`config.mk`:
```
export PLATFORM = sky130hd
export DESIGN_NAME = spike_rx_buf
export DESIGN_NICKNAME = d
export VERILOG_FILES = /design/src/rtl/spike_rx_buf.sv
export SDC_FILE = /design/constraint.sdc
export NUM_CORES = 1
export LEC_CHECK = 0
export CAP_MARGIN = 10
export CORE_MARGIN = 2
export CORE_UTILIZATION = 35
export CTS_CLUSTER_SIZE = 20
export DETAILED_ROUTE_END_ITERATION = 8
export PLACE_DENSITY = 0.69
export SLEW_MARGIN = 10
export SYNTH_ARGS = -nofsm -noshare
export SYNTH_HDL_FRONTEND = slang
export SYNTH_SLANG_ARGS = --single-unit
```
`constraint.sdc`:
```
create_clock -name clk_i -period 2 [get_ports clk_i]
set_input_delay 0.4 -clock clk_i [delete_from_list [all_inputs] [get_ports clk_i]]
set_output_delay 0.4 -clock clk_i [all_outputs]
set_load 0.05 [all_outputs]
```
`src/rtl/spike_rx_buf.sv`:
```
// AER receive endpoint: packet FIFO, core/axon decode, pending/active spike vectors
// with two independent one-cycle-latency read ports.
module spike_rx_buf #(
  parameter int NUM_AXONS          = 4,
  parameter int AXON_CNT_BIT_WIDTH = 2,
  parameter int AER_BIT_WIDTH      = 32,
  parameter int CORE_ID_BIT_WIDTH  = 8,
  parameter logic [CORE_ID_BIT_WIDTH-1:0] CORE_ID = 8'h01,
  parameter int FIFO_DEPTH         = 4,
  parameter int FIFO_PTR_BIT_WIDTH = 2
) (
  input  logic                          clk_i,
  input  logic                          rst_n_i,
  input  logic                          start_i,
  input  logic [AER_BIT_WIDTH-1:0]      pkt_i,
  input  logic                          pktValid_i,
  output logic                          pktReady_o,
  input  logic [AXON_CNT_BIT_WIDTH-1:0] RclAxonAddr_i,
  input  logic                          rdEn_RclInSpike_i,
  output logic                          Rcl_InSpike_o,
  input  logic [AXON_CNT_BIT_WIDTH-1:0] LrnAxonAddr_i,
  input  logic                          rdEn_LrnInSpike_i,
  output logic                          Lrn_InSpike_o,
  output logic [15:0]                   dropCnt_o,
  output logic                          busy_o
);

  localparam int ENTRY_W = CORE_ID_BIT_WIDTH + AXON_CNT_BIT_WIDTH;
  localparam logic [FIFO_PTR_BIT_WIDTH:0] FULL_CNT = (FIFO_PTR_BIT_WIDTH+1)'(FIFO_DEPTH);

  // Only the destination core and axon index are kept; the rest of the packet is ignored.
  logic [ENTRY_W-1:0]            mem_q [FIFO_DEPTH];
  logic [FIFO_PTR_BIT_WIDTH-1:0] wr_ptr_q, wr_ptr_d, rd_ptr_q, rd_ptr_d;
  logic [FIFO_PTR_BIT_WIDTH:0]   count_q, count_d;
  logic [NUM_AXONS-1:0]          pending_q, pending_d, active_q, active_d;
  logic [15:0]                   drop_q, drop_d;
  logic                          rcl_q, rcl_d, lrn_q, lrn_d;

  logic                          push, pop, hit;
  logic [ENTRY_W-1:0]            pkt_entry, head;
  logic [CORE_ID_BIT_WIDTH-1:0]  head_core;
  logic [AXON_CNT_BIT_WIDTH-1:0] head_axon;
  logic [NUM_AXONS-1:0]          pop_onehot;
  logic                          unused_pkt_bits;

  assign unused_pkt_bits = ^pkt_i[AER_BIT_WIDTH-CORE_ID_BIT_WIDTH-1:AXON_CNT_BIT_WIDTH];
  assign pkt_entry  = {pkt_i[AER_BIT_WIDTH-1 -: CORE_ID_BIT_WIDTH], pkt_i[AXON_CNT_BIT_WIDTH-1:0]};

  assign pktReady_o = (count_q != FULL_CNT);
  assign busy_o     = (count_q != '0);
  assign push       = pktValid_i && pktReady_o;
  assign pop        = busy_o;
  assign head       = mem_q[rd_ptr_q];
  assign head_core  = head[ENTRY_W-1 -: CORE_ID_BIT_WIDTH];
  assign head_axon  = head[AXON_CNT_BIT_WIDTH-1:0];
  assign hit        = (head_core == CORE_ID) && (32'(head_axon) < 32'(NUM_AXONS));

  assign dropCnt_o     = drop_q;
  assign Rcl_InSpike_o = rcl_q;
  assign Lrn_InSpike_o = lrn_q;

  always_comb begin
    pop_onehot = '0;
    if (pop && hit) pop_onehot[head_axon] = 1'b1;

    wr_ptr_d = push ? wr_ptr_q + 1'b1 : wr_ptr_q;
    rd_ptr_d = pop  ? rd_ptr_q + 1'b1 : rd_ptr_q;
    count_d  = count_q;
    case ({push, pop})
      2'b10:   count_d = count_q + 1'b1;
      2'b01:   count_d = count_q - 1'b1;
      default: count_d = count_q;
    endcase

    drop_d = drop_q;
    if (pop && !hit && drop_q != 16'hFFFF) drop_d = drop_q + 16'd1;

    // A pop coinciding with start_i belongs to the new step.
    pending_d = start_i ? pop_onehot : (pending_q | pop_onehot);
    active_d  = start_i ? pending_q : active_q;

    rcl_d = rdEn_RclInSpike_i ? active_q[RclAxonAddr_i] : rcl_q;
    lrn_d = rdEn_LrnInSpike_i ? active_q[LrnAxonAddr_i] : lrn_q;
  end

  always_ff @(posedge clk_i or negedge rst_n_i) begin
    if (!rst_n_i) begin
      for (int i = 0; i < FIFO_DEPTH; i++) mem_q[i] <= '0;
      wr_ptr_q  <= '0;
      rd_ptr_q  <= '0;
      count_q   <= '0;
      pending_q <= '0;
      active_q  <= '0;
      drop_q    <= '0;
      rcl_q     <= 1'b0;
      lrn_q     <= 1'b0;
    end else begin
      if (push) mem_q[wr_ptr_q] <= pkt_entry;
      wr_ptr_q  <= wr_ptr_d;
      rd_ptr_q  <= rd_ptr_d;
      count_q   <= count_d;
      pending_q <= pending_d;
      active_q  <= active_d;
      drop_q    <= drop_d;
      rcl_q     <= rcl_d;
      lrn_q     <= lrn_d;
    end
  end

endmodule

```
==> results by group <==
Yosys
  – Largest cells by area after synthesis: dfrtp_1, mux2_2, xnor2_1
  – Post-synth EDFFs: 0
  – Synth top cells by count: dfrtp_1, mux2_2, xnor2_1, nand2_1, inv_1
  – Post-synthesis sequential area ratio: 0.562
  – Share of the synthesized area in the top cell type: 0.562
  – Yosys warns: 0
  – Leading area contributor after synthesis: dfrtp_1
  – Avg Inst Size Synth: 13.7 um2
  – Ys async rst share: 1.00
  – Flops & latches, synth: 73
  – Yosys cell types: 35
  – Count leader, synth: dfrtp_1
  – Mapped Cells: 238
  – Mapped Nets: 287
  – Synth Flop Type: dfrtp_1
  – Netlist Area Pre-Place: 0.00325 mm2

Finish
  – Synth-to-layout area growth: 29.7%
  – Ant diodes: 0
  – Final std cells w/o fill: 415
  – Share of cells above drive strength 1: 0.398
  – Fin util: 0.463
  – Final net count: 348

Clock tree
  – Clock Path Buffers: 2
  – Total CTS buffers: 9
  – Htree depth: 3
  – Post-CTS Hold Buffers: 0
  – Clk sinks: 73
  – CTS tree: yes
  – Root buffer cell: clkbuf_8
  – Clk Latency, worst-skew pair: 0.35 ns
  – Clock transition at the registers of the reported paths: 0.08 ns

Floorplan
  – Number of cell rows: 35
  – Die W: 100 um
  – Core Box Area: 0.00911 mm2
  – Die ar.: 0.0101 mm2
  – Initial core utilization: 0.357
  – Die height: 100 um
  – I/O pin count: 62

Setup path
  – Maximum fanout along the worst path: 3
  – WP data required: 1.60 ns
  – Startpoint class of the critical path: flip-flop
  – Arrival time worst endpoint: 1.56 ns
  – WS Path Type: reg -> out
  – Buf/Inv on CP: 1
  – Crit path depth: 1
  – R2r setup slk: 0.12 ns
  – CP peak stage delay: 0.81 ns
  – Path depth of the worst reg2reg path: 6
  – Critical Path Sink Type: output pin
  – Critical Path, Cell by Cell: clkdlybuf4s50_1
  – Slowest CP cell: clkdlybuf4s50_1
  – Cell family with most CP delay: buffers and inverters

Routing
  – Routed WL per cell: 15.2 um
  – Vias: 2088
  – Pre-antenna DRT Iters: 5
  – Routed WL: 6290 um
  – Residual DRC: 0
  – Initial DRC Count: 64
  – Detail Route Antenna Nets: 0
  – Via/cell ratio: 5.03

STA
  – Fmax: 511 MHz
  – Tmin final: 1.96 ns
  – Setup violations, final: 0
  – Final setup margin: 0.0413 ns
  – Max-slew headroom: 0.607
  – Final Max Tran Viols: 0
  – Final setup TNS: 0 ns
  – Actual slew at the worst max-slew pin: 0.589 ns
  – Tcrit/Tclk final: 0.979
  – Hold Fails Final Rpt: 0
  – Worst Skew: 0.0108 ns

Place
  – Worst slack at placement: -0.0228 ns
  – DP Wirelength: 4420 um
  – Port Buf Inserts: 39
  – Gp weighted congestion: 0.753
  – Placed cells: 399

GRT
  – Number of global-route vias before repair: 2150
  – Global-route wire length before repair: 10300 um
  – GR Util All Layers: 0.133
  – Total gr overflow: 0
  – Antenna violations before repair: 0
  – Largest net degree at the start of global routing: 42

Run
  – Maxcap violations: 0

Power and ir drop
  – Peak supply drop: 0.651 mV
  – Pwr dens: 1400 mW/mm2
  – Tot Pwr: 0.00592 W
  – Leakage: 1.93 nW

Outcome
  – Status: completed

Min path
  – Hold Path Class: in -> async
==> path summary, 6_finish.rpt <==
path,from,end
setup reg to reg,dropCnt_o[10],dropCnt_o[11]
setup / recovery,dropCnt_o[11],dropCnt_o[11]
hold / removal,rst_n_i,Lrn_InSpike_o
min in group clk_i,dropCnt_o[9],dropCnt_o[9]
hold reg to reg,dropCnt_o[9],dropCnt_o[9]
max in group asynchronous,rst_n_i,mem_q[12]
==> power by group <==
group / switching (W) / internal, W / leakage, nW
sequential: 0.000446 / 0.00207 / 0.892
clock: 0.000553 / 0.000696 / 0.106
combinational: 0.00102 / 0.00114 / 0.935
==> routing by layer <==
metal	track usage	vias to the layer above	part of all wire
li1	-	979	-
met1	0.169	1056	0.46
met2	0.215	44	0.48
met3	0.0390	9	0.041
met4	0.0537	0	0.017
met5	0	-	0
==> area by class of cell <==
class	count	area, um2
inverters	10	37.5
well taps	111	139
flip-flops and latches	73	1840
multi-input cells	150	1430
clock inverters	6	82.6
repair buffers	55	562
clock buffers	10	128
fillers	815	4890
==> stage by stage <==
step / area (um2) / hold WS, ns
6_report: 4220 / 0.0392
5_1_grt: 4220 / 0.0684
4_1_cts: 4170 / 0.0502
3_5_place_dp: 3960 / 0.434
3_3_place_gp: 3960 / 0.438
2_1_floorplan: 3320 / 0.104
==> placed cells by master, fill, tap and decap left out, drive strengths merged, types with 2 or more instances in the layout <==
cell type | netlist | layout
dfrtp | 73 | 73
mux2 | 49 | 49
buf | 3 | 22
clkdlybuf4s50 | 0 | 21
xnor2 | 17 | 17
nand3 | 13 | 13
nand2 | 12 | 12
clkbuf | 2 | 10
inv | 10 | 10
dlymetal6s2s | 0 | 9
nand4 | 9 | 9
and3 | 7 | 7
ha | 6 | 6
mux4 | 4 | 4
nor2 | 4 | 4
nor4 | 4 | 4
nor4b | 4 | 4
clkinv | 0 | 3
dlygate4sd2 | 0 | 3
o2bb2ai | 2 | 2
a22o | 2 | 2
or3 | 2 | 2
xor2 | 2 | 2
bufinv | 0 | 2
nor3 | 2 | 2
a21oi | 2 | 2
and4 | 2 | 2
==> state kept, by name, indices dropped and copies added, names as in the netlist <==
signal	flops
mem_q	40
Rcl_InSpike_o	1
rd_ptr_q	2
dropCnt_o	16
pending_q	4
count_q	3
Lrn_InSpike_o	1
wr_ptr_q	2
active_q	4
==> logic make-up after synthesis <==
logic type	Yosys count	share of synthesized area
XOR/XNOR	19	0.0512
AND/OR/NAND/NOR	63	0.121
buffers and inverters	15	0.0204
AO/OA/AOI/OAI	7	0.0154
adder cells (fa/ha/maj)	7	0.0293
multiplexers	54	0.201
flip-flops	73	0.562
==> timing repair <==
action / CTS / global route
setup buffers: 0 / 0
gates cloned: 0 / 0
setup endpoints to repair: 5 / 21
hold endpoints to repair: 0 / 0
resized for setup: 4 / 13
(Power assumes the default switching activity.)
